===== config.mk =====
export PLATFORM = sky130hd
export DESIGN_NAME = cycle_sequencer
export DESIGN_NICKNAME = d
export VERILOG_FILES = /design/src/rtl/cycle_sequencer.sv
export SDC_FILE = /design/constraint.sdc
export NUM_CORES = 1
export LEC_CHECK = 0
export ABC_AREA = 0
export CORE_AREA = 3 3 48 50
export CTS_CLUSTER_DIAMETER = 120
export DETAILED_ROUTE_END_ITERATION = 6
export DIE_AREA = 0 0 51 53
export GPL_TIMING_DRIVEN = 0
export SLEW_MARGIN = 20
export SYNTH_ARGS = -nofsm -noshare
export SYNTH_HDL_FRONTEND = slang
export SYNTH_SLANG_ARGS = --single-unit

===== constraint.sdc =====
create_clock -name clk -period 3.3 [get_ports clk]
set_input_delay 0.99 -clock clk [delete_from_list [all_inputs] [get_ports clk]]
set_output_delay 0.99 -clock clk [all_outputs]
set_load 0.01 [all_outputs]

===== src/rtl/cycle_sequencer.sv =====
// -----------------------------------------------------------------------------
// cycle_sequencer
//
// Instruction-cycle controller for the Q2 datapath. Steps PC / IR /
// effective-address register / accumulator through FETCH, DECODE, optional
// INDIR and EXEC. It drives the register load/increment enables and runs the
// memory read/write handshake. A bounded wait counter traps a memory access
// that never sees mem_ready.
//
// Parameters
//   MEM_WAIT_MAX  max wait cycles per memory access (0 disables the timeout)
//   WAIT_W        wait counter width, MEM_WAIT_MAX < 2**WAIT_W
//
// Ports
//   clk        system clock, rising edge
//   nrst       synchronous reset, active-low
//   run        front-panel run level (used in IDLE and HALT only)
//   halt_req   front-panel halt request, sampled in DECODE
//   ir_op      opcode from IR (0 LOAD, 1 ADD, 2 STORE, 3 JUMP, 4 HALT, 5-7 NOP)
//   ir_ind     indirect-address bit from IR
//   mem_ready  memory access complete
//   mem_rd     memory read request (Moore)
//   mem_wr     memory write request (Moore)
//   mar_sel    address mux: 0 = PC, 1 = effective-address register (Moore)
//   ir_load    strobe: load IR from memory data
//   pc_inc     strobe: increment PC
//   pc_load    strobe: load PC from effective-address register
//   ea_load    strobe: load effective-address register from memory data
//   a_load     strobe: load accumulator from ALU
//   alu_add    ALU function qualifier for a_load: 1 = A + mem, 0 = pass mem
//   state      current state (IDLE 0 .. FAULT 6)
//   busy       state is FETCH, DECODE, INDIR or EXEC
//   fault      state is FAULT
// -----------------------------------------------------------------------------
module cycle_sequencer #(
    parameter int MEM_WAIT_MAX = 7,
    parameter int WAIT_W       = 4
) (
    input  logic       clk,
    input  logic       nrst,
    input  logic       run,
    input  logic       halt_req,
    input  logic [2:0] ir_op,
    input  logic       ir_ind,
    input  logic       mem_ready,
    output logic       mem_rd,
    output logic       mem_wr,
    output logic       mar_sel,
    output logic       ir_load,
    output logic       pc_inc,
    output logic       pc_load,
    output logic       ea_load,
    output logic       a_load,
    output logic       alu_add,
    output logic [2:0] state,
    output logic       busy,
    output logic       fault
);

    typedef enum logic [2:0] {
        S_IDLE   = 3'd0,
        S_FETCH  = 3'd1,
        S_DECODE = 3'd2,
        S_INDIR  = 3'd3,
        S_EXEC   = 3'd4,
        S_HALT   = 3'd5,
        S_FAULT  = 3'd6
    } state_t;

    localparam logic [2:0] OP_LOAD  = 3'd0;
    localparam logic [2:0] OP_ADD   = 3'd1;
    localparam logic [2:0] OP_STORE = 3'd2;
    localparam logic [2:0] OP_JUMP  = 3'd3;
    localparam logic [2:0] OP_HALT  = 3'd4;

    localparam logic [WAIT_W-1:0] WAIT_LIMIT = WAIT_W'(MEM_WAIT_MAX);
    localparam logic              TIMEOUT_EN = (MEM_WAIT_MAX != 0);

    state_t            state_q, state_d;
    logic [WAIT_W-1:0] wait_q, wait_d;

    logic exec_rd;      // EXEC reads memory (LOAD/ADD)
    logic exec_wr;      // EXEC writes memory (STORE)
    logic mem_state;    // a memory request is outstanding this cycle
    logic timeout;      // last permitted wait cycle passed without ready

    // Strobes before reset gating
    logic ir_load_c, pc_inc_c, pc_load_c, ea_load_c, a_load_c, alu_add_c;

    // ------------------------------------------------------------------
    // Moore memory-request outputs. IR is already loaded whenever EXEC is
    // active, so ir_op is stable there and acts as part of the state.
    // ------------------------------------------------------------------
    assign exec_rd   = (ir_op == OP_LOAD) || (ir_op == OP_ADD);
    assign exec_wr   = (ir_op == OP_STORE);

    assign mem_rd    = (state_q == S_FETCH) || (state_q == S_INDIR) ||
                       ((state_q == S_EXEC) && exec_rd);
    assign mem_wr    = (state_q == S_EXEC) && exec_wr;
    assign mar_sel   = (state_q == S_INDIR) ||
                       ((state_q == S_EXEC) && (exec_rd || exec_wr));
    assign mem_state = mem_rd || mem_wr;

    // Ready on the limit cycle wins: timeout only fires with mem_ready low.
    assign timeout   = TIMEOUT_EN && mem_state && !mem_ready &&
                       (wait_q == WAIT_LIMIT);

    // ------------------------------------------------------------------
    // Next state and strobes
    // ------------------------------------------------------------------
    always_comb begin
        state_d   = state_q;
        ir_load_c = 1'b0;
        pc_inc_c  = 1'b0;
        pc_load_c = 1'b0;
        ea_load_c = 1'b0;
        a_load_c  = 1'b0;
        alu_add_c = 1'b0;

        case (state_q)
            S_IDLE: begin
                if (run) state_d = S_FETCH;
            end

            S_FETCH: begin
                if (mem_ready) begin
                    ir_load_c = 1'b1;
                    pc_inc_c  = 1'b1;
                    state_d   = S_DECODE;
                end else if (timeout) begin
                    state_d = S_FAULT;
                end
            end

            S_DECODE: begin
                // Priority: front-panel halt, HALT opcode, indirect, then
                // direct dispatch.
                if (halt_req || (ir_op == OP_HALT)) begin
                    state_d = S_HALT;
                end else if (ir_ind && (ir_op <= OP_JUMP)) begin
                    state_d = S_INDIR;
                end else if (ir_op == OP_JUMP) begin
                    pc_load_c = 1'b1;
                    state_d   = S_FETCH;
                end else if (ir_op <= OP_STORE) begin
                    state_d = S_EXEC;
                end else begin
                    state_d = S_FETCH;
                end
            end

            S_INDIR: begin
                if (mem_ready) begin
                    ea_load_c = 1'b1;
                    state_d   = S_EXEC;
                end else if (timeout) begin
                    state_d = S_FAULT;
                end
            end

            S_EXEC: begin
                if (ir_op == OP_JUMP) begin
                    // Only reached through INDIR; no memory access.
                    pc_load_c = 1'b1;
                    state_d   = S_FETCH;
                end else if (exec_rd || exec_wr) begin
                    if (mem_ready) begin
                        a_load_c  = exec_rd;
                        alu_add_c = (ir_op == OP_ADD);
                        state_d   = S_FETCH;
                    end else if (timeout) begin
                        state_d = S_FAULT;
                    end
                end else begin
                    // Not reachable from DECODE; recover to FETCH.
                    state_d = S_FETCH;
                end
            end

            S_HALT: begin
                if (!run) state_d = S_IDLE;
            end

            S_FAULT: begin
                state_d = S_FAULT;
            end

            default: begin
                state_d = S_IDLE;
            end
        endcase
    end

    // ------------------------------------------------------------------
    // Wait counter: zero on entry to any state, counts cycles a memory
    // request sees no ready. Saturates so a disabled timeout never wraps.
    // ------------------------------------------------------------------
    always_comb begin
        wait_d = wait_q;
        if (state_d != state_q) begin
            wait_d = '0;
        end else if (mem_state && !mem_ready && (wait_q != '1)) begin
            wait_d = wait_q + 1'b1;
        end
    end

    always_ff @(posedge clk) begin
        if (!nrst) begin
            state_q <= S_IDLE;
            wait_q  <= '0;
        end else begin
            state_q <= state_d;
            wait_q  <= wait_d;
        end
    end

    // A reset cycle abandons any outstanding access without side effects,
    // so strobes are suppressed while nrst is low.
    assign ir_load = ir_load_c & nrst;
    assign pc_inc  = pc_inc_c  & nrst;
    assign pc_load = pc_load_c & nrst;
    assign ea_load = ea_load_c & nrst;
    assign a_load  = a_load_c  & nrst;
    assign alu_add = alu_add_c & nrst;

    assign state = state_q;
    assign busy  = (state_q == S_FETCH) || (state_q == S_DECODE) ||
                   (state_q == S_INDIR) || (state_q == S_EXEC);
    assign fault = (state_q == S_FAULT);

endmodule


==> results of run 1 <==
==> where the power goes <==
group | switching, mW | internal (mW)
combinational | 0.0515 | 0.0440
clock | 0.0325 | 0.0462
sequential | 0.00269 | 0.0878
==> state kept, by name, indices dropped and copies added, names as in the netlist <==
name,flops
state,3
wait_q,4
==> tightest hold or removal path: cells and delay by family, from the launching register on <==
family        cells  cell delay, ns
flops             1            0.32
mux               1            0.13
simple gates      1            0.05
==> layer usage <==
| layer | track usage [%] | share of wire [%] | vias up |
|---|---|---|---|
| met2 | 23.82 | 50 | 19 |
| met5 | 0 | 0 | - |
| met1 | 18.27 | 44 | 339 |
| li1 | - | - | 361 |
| met3 | 5.352 | 5.6 | 2 |
| met4 | 4.036 | 0.27 | 0 |
==> worst min-delay path by stage <==
stage | start | endpoint | slack [ns]
3_5_place_dp | wait_q[2] | wait_q[2] | 0.53
3_3_place_gp | wait_q[2] | wait_q[2] | 0.53
5_1_grt | wait_q[2] | wait_q[2] | 0.60
4_1_cts | wait_q[2] | wait_q[2] | 0.56
2_1_floorplan | wait_q[2] | wait_q[2] | 0.51
6_report | wait_q[1] | wait_q[1] | 0.56
==> final cells by class <==
class	instances	area, µm²	share of cell area [%]
multi-input combinational	71	496.7	52.51
tap	27	33.78	3.571
sequential	7	140.1	14.81
inverter	3	11.26	1.190
buffer	6	38.79	4.101
timing repair buffer	21	198.9	21.03
clock buffer	4	26.28	2.778
==> placed cells by master (no fill, tap or decap), types with 4 or more instances in the layout <==
master,n
clkdlybuf4s50_1,12
nor2_1,10
nor3_1,7
dfxtp_1,7
buf_2,5
dlygate4sd2_1,5
o21ai_0,4
mux2i_1,4
nand2_1,4
==> logic make-up after synthesis <==
group / Yosys count / synth area share (%)
multiplexers: 5 / 8.022
flip-flops: 7 / 20.89
buffers and inverters: 9 / 7.463
adder cells (fa/ha/maj): 1 / 1.865
XOR/XNOR: 2 / 2.612
AO/OA/AOI/OAI: 20 / 23.32
AND/OR/NAND/NOR: 43 / 35.82
==> stage by stage <==
| stage | cells | util, % |
|---|---|---|
| floorplan | 87 | - |
| global placement | 135 | 47.10 |
| detailed placement | 135 | 47.10 |
| CTS | 139 | 48.52 |
| global route | 139 | 48.71 |
| finish | 139 | 48.71 |
==> timing repair <==
item                       in CTS  in global routing
setup endpoints to repair       9                  2
pin swaps                       1                  1
cloned                          0                  0
gates resized for setup        11                  7
hold buffers                    0                  0
==> run summary, run 1 <==
Outcome = completed
Largest net degree at the start of global routing = 11
Post-Place Cell Area = 914.6 µm²
Clock root buffer = clkbuf_4
Crit path capture = mem_rd
Slew @ Worst Pin = 0.3547 ns
Mean Syn Cell Area = 7.709 µm²
Grt ovf = 0
CP bufs+invs = 2
Synth Register Bits = 7
Area leader, netlist = dfxtp_1
Worst setup path start = ir_op[1]
Layout area overhead = 41.04%
CTS H-tree lvls = 1
Iteration-0 DRC Markers = 13
Crit-path cells = dlygate4sd2_1, o31ai_1, clkdlybuf4s50_1
Final Routed Wirelength = 1.880 mm
Number of vias per cell = 5.187
Top_reg_cell synth = dfxtp_1
Setup TNS = 0 ns
Clock Tree Buf Depth = 2
Fmax = 0.3161 GHz
TritonCTS buffer count = 3
Vias in the first global route = 652
Final Wtd Congestion = 0.7742
WP data required = 2.31 ns
Setup Fix Bufs, Post-CTS = 0
Synth warn = 0
Part of the Yosys area used for sequential elements = 20.90%
R2r endpoint = wait_q[3]
Critical Path AT = 2.17 ns
Critical Path End Type = primary output
Worst clock skew = 0.003585 ns
Setup repair after global routing missed its margin = false
Synth area leaders = dfxtp_1 (21%), mux2i_1 (6.0%), nor3_1 (6.0%), nor2_1 (5.6%), a211o_1 (3.9%)
WL per Instance = 13.53 µm
Number of cells on the worst hold path = 2
Count leader, synth = nor2_1
First-pass GRT wire length = 2.967 mm
Boundary pin count = 23
EDFF count, synth = 0
Clock slew at reported path FFs = 0.05 ns
Worst slew margin relative to its limit = 76.21%
Startpoint Class = primary input
Stages on worst setup path = 3
Skew-Pair Late Insertion Delay = 0.25 ns
IO Port Bufs = 21
Share of cells above drive strength 1 = 19.64%
Worst vdd ir = 0.0002185 V
Min Hold Slack = 0.5575 ns
Pre-CTS WS = -0.4075 ns
Final worst path period share = 95.86%
Die W = 51 µm
CORE AREA = 1942 µm²
1st-pass router iterations = 4
Post-layout instance area = 945.9 µm²
Slowest CP cell = clkdlybuf4s50_1
Post-synth top cells = nor2_1 (10), nor3_1 (8), dfxtp_1 (7)
Num rows = 16
NumNets Final = 123
Die height = 53 µm
Post-synth ARST share = 0%
Total die area = 2703 µm²
Area share of the largest cell type after synthesis = 20.90%
WS Path Type = in -> out
Static Leak = 0.3949 nW
Total power = 0.2647 mW
Fin crit period = 3.163 ns
Filler Cells Inserted = 213
R2R cell count = 5
Final setup viols = 0
Worst path max stage delay = 0.59 ns
Post-synthesis net count = 97
Post-DP HPWL = 1.378 mm
Sink Count = 7
Synthesized area = 670.6 µm²
# DRC = 0
Max Slew Vio Count = 0
Effective utilization at floorplan = 34.54%
Critical path peak fanout = 6
Gate Count Post-Synth = 87
Worst Hold Class = reg -> reg
N_diodes = 0
R2R Path Start = state[2]
PwrDens = 279.8 nW/µm²
ANT nets after route = 0
Final Hold Fails = 0
Total track usage = 14.73%
Netlist cell types = 38
CTS tree = yes
Kind of cell adding the most delay to the critical path = buffers and inverters
Final WS setup = 0.1367 ns
Reg2Reg Setup Slack = 1.70 ns
Max-cap viol count = 0
Via count = 721
Initial antenna violation count = 0
(Power assumes the default switching activity.)
==> run 2, diff against run 1 <==
--- a/config.mk
+++ b/config.mk
@@ -11,6 +11,7 @@
 export DETAILED_ROUTE_END_ITERATION = 6
 export DIE_AREA = 0 0 51 53
 export GPL_TIMING_DRIVEN = 0
+export PLACE_DENSITY_LB_ADDON = 0.08
 export SLEW_MARGIN = 20
 export SYNTH_ARGS = -nofsm -noshare
 export SYNTH_HDL_FRONTEND = slang
==> run summary, run 2 (same netlist as run 1, synthesis figures left out) <==
Outcome = completed
Clock root buffer = clkbuf_4
IO Port Bufs = 21 (unchanged)
Worst Hold Class = reg -> reg
Layout area overhead = 42.16%
CORE AREA = 1942 µm² (unchanged)
Num rows = 16 (unchanged)
Reg with most FFs = wait_q
Sink Count = 7 (unchanged)
Skew-Pair Late Insertion Delay = 0.25 ns (about the same)
Fmax = 0.3112 GHz (-1.5%)
Setup repair after global routing missed its margin = false
Iteration-0 DRC Markers = 12 (-1)
Setup Fix Bufs, Post-CTS = 0 (unchanged)
# DRC = 0 (unchanged)
Worst path max stage delay = 0.56 ns (-0.03 ns)
Grt ovf = 0 (unchanged)
Commonest cells after routing, fill and taps aside = clkdlybuf4s50_1 (15), nor2_1 (10), dfxtp_1 (7)
Number of vias per cell = 5.072 (-2.2%)
Critical path peak fanout = 7 (+1)
Startpoint Class = primary input
TritonCTS buffer count = 3 (unchanged)
Post-CTS Hold Fix Bufs = 0 (unchanged)
Share of cells above drive strength 1 = 21.43% (+1.8 points)
Total track usage = 14.17% (-0.56 points)
Critical Path AT = 2.22 ns (+0.05 ns)
Die height = 53 µm (unchanged)
Number of flip-flops under the largest register name = 4 (unchanged)
Vias in the first global route = 694 (+6.4%)
Final Routed Wirelength = 1.684 mm (-10%)
Boundary pin count = 23 (unchanged)
Filler Cells Inserted = 207 (-2.8%)
Critical Path End Type = primary output
First-pass GRT wire length = 2.980 mm (+0.44%)
Effective utilization at floorplan = 34.54% (unchanged)
NumNets Final = 123 (unchanged)
WS Path Type = in -> out
Via count = 705 (-2.2%)
1st-pass router iterations = 4 (unchanged)
Max Slew Vio Count = 0 (unchanged)
Core Util, Final = 49.10% (+0.39 points)
Worst vdd ir = 0.0002732 V (+25%)
Largest net degree at the start of global routing = 11 (unchanged)
WL per Instance = 12.12 µm (-10%)
Die W = 51 µm (unchanged)
Final Hold Fails = 0 (unchanged)
PwrDens = 275.6 nW/µm² (-1.5%)
CTS H-tree lvls = 1 (unchanged)
Fin crit period = 3.213 ns (+0.04975 ns)
Worst slew margin relative to its limit = 78.47% (+2.3 points)
Slowest CP cell = clkdlybuf4s50_1
N_diodes = 0 (unchanged)
Crit-path cells = dlygate4sd2_1, a21o_2, o21ai_0, clkdlybuf4s50_1
Final setup viols = 0 (unchanged)
Max-cap viol count = 0 (unchanged)
Static Leak = 0.3712 nW (-6.0%)
Clock Tree Buf Depth = 2 (unchanged)
Final Wtd Congestion = 0.7844 (+1.3%)
Slew @ Worst Pin = 0.3230 ns (-0.03168 ns)
Initial antenna violation count = 0 (unchanged)
ANT nets after route = 0 (unchanged)
Commonest non-fill, non-tap cell in the layout = clkdlybuf4s50_1
Clock slew at reported path FFs = 0.05 ns (about the same)
Total die area = 2703 µm² (unchanged)
WP data required = 2.31 ns (about the same)
Post-layout instance area = 953.4 µm² (+0.79%)
Final worst path period share = 97.36% (+1.5 points)
Post-DP HPWL = 1.271 mm (-7.8%)
Worst clock skew = 0.002006 ns (-0.001579 ns)
Post-Place Cell Area = 914.6 µm² (unchanged)
CTS tree = yes
==> run 2: timing repair <==
item                                    in CTS  in global routing
pin swaps                                    1                  0
endpoints found under the setup margin       9                  2
cloned                                       0                  0
gates resized for setup                     15                  3
==> run 2: metrics by stage <==
stage	setup TNS, ns	hold WS, ns	total power [mW]	cells	worst slack [ns]
after floorplan	0	0.5086	0.1494	87	0.6100
after global placement	-1.803	0.5340	0.1875	135	-0.3425
after detailed placement	-1.722	0.5365	0.1872	135	-0.3343
after CTS	0	0.5478	0.2686	139	0.005681
after global routing	0	0.6246	0.2814	139	0.05142
final	0	0.5512	0.2628	139	0.08696
==> run 2: per-layer routing <==
layer	track usage, %	wire, µm
met1	19.19	892
met2	22.75	713
met3	4.225	78
met4	1.345	0
met5	0	0
==> run 2: power breakdown <==
group	leakage [nW]	internal [mW]	switching, mW
Sequential	0.0568	0.0879	0.00259
Clock	0.0150	0.0461	0.0312
Combinational	0.299	0.0448	0.0502
==> run 2: layout make-up <==
type	instances	area, µm²	share of cell area, %
inverter	3	11.26	1.181
clock buffer	4	26.28	2.756
buffer	6	38.79	4.068
sequential	7	140.1	14.70
tap	27	33.78	3.543
multi-input combinational	71	501.7	52.62
timing repair buffer	21	201.4	21.13
==> run 2: worst paths after layout <==
kind	start	endpoint	slack [ns]	cells after the start
setup / recovery	ir_op[0]	mar_sel	0.09	4
hold / removal	wait_q[2]	wait_q[2]	0.55	2
setup reg to reg	state[2]	wait_q[3]	1.71	6
hold reg to reg	wait_q[2]	wait_q[2]	0.55	2
==> run 2: critical path: cells and delay by family <==
family | cells | cell delay, ns
buffers and inverters | 2 | 0.86
AOI/OAI and AO/OA | 2 | 0.37
==> run 3, diff against run 2 <==
--- a/config.mk
+++ b/config.mk
@@ -11,6 +11,7 @@
 export DETAILED_ROUTE_END_ITERATION = 6
 export DIE_AREA = 0 0 51 53
 export GPL_TIMING_DRIVEN = 0
+export HOLD_SLACK_MARGIN = 0.08
 export PLACE_DENSITY_LB_ADDON = 0.08
 export SLEW_MARGIN = 20
 export SYNTH_ARGS = -nofsm -noshare
==> results of run 3 <==
Same layout as run 2: the final DEF is identical, and so are final timing and power.
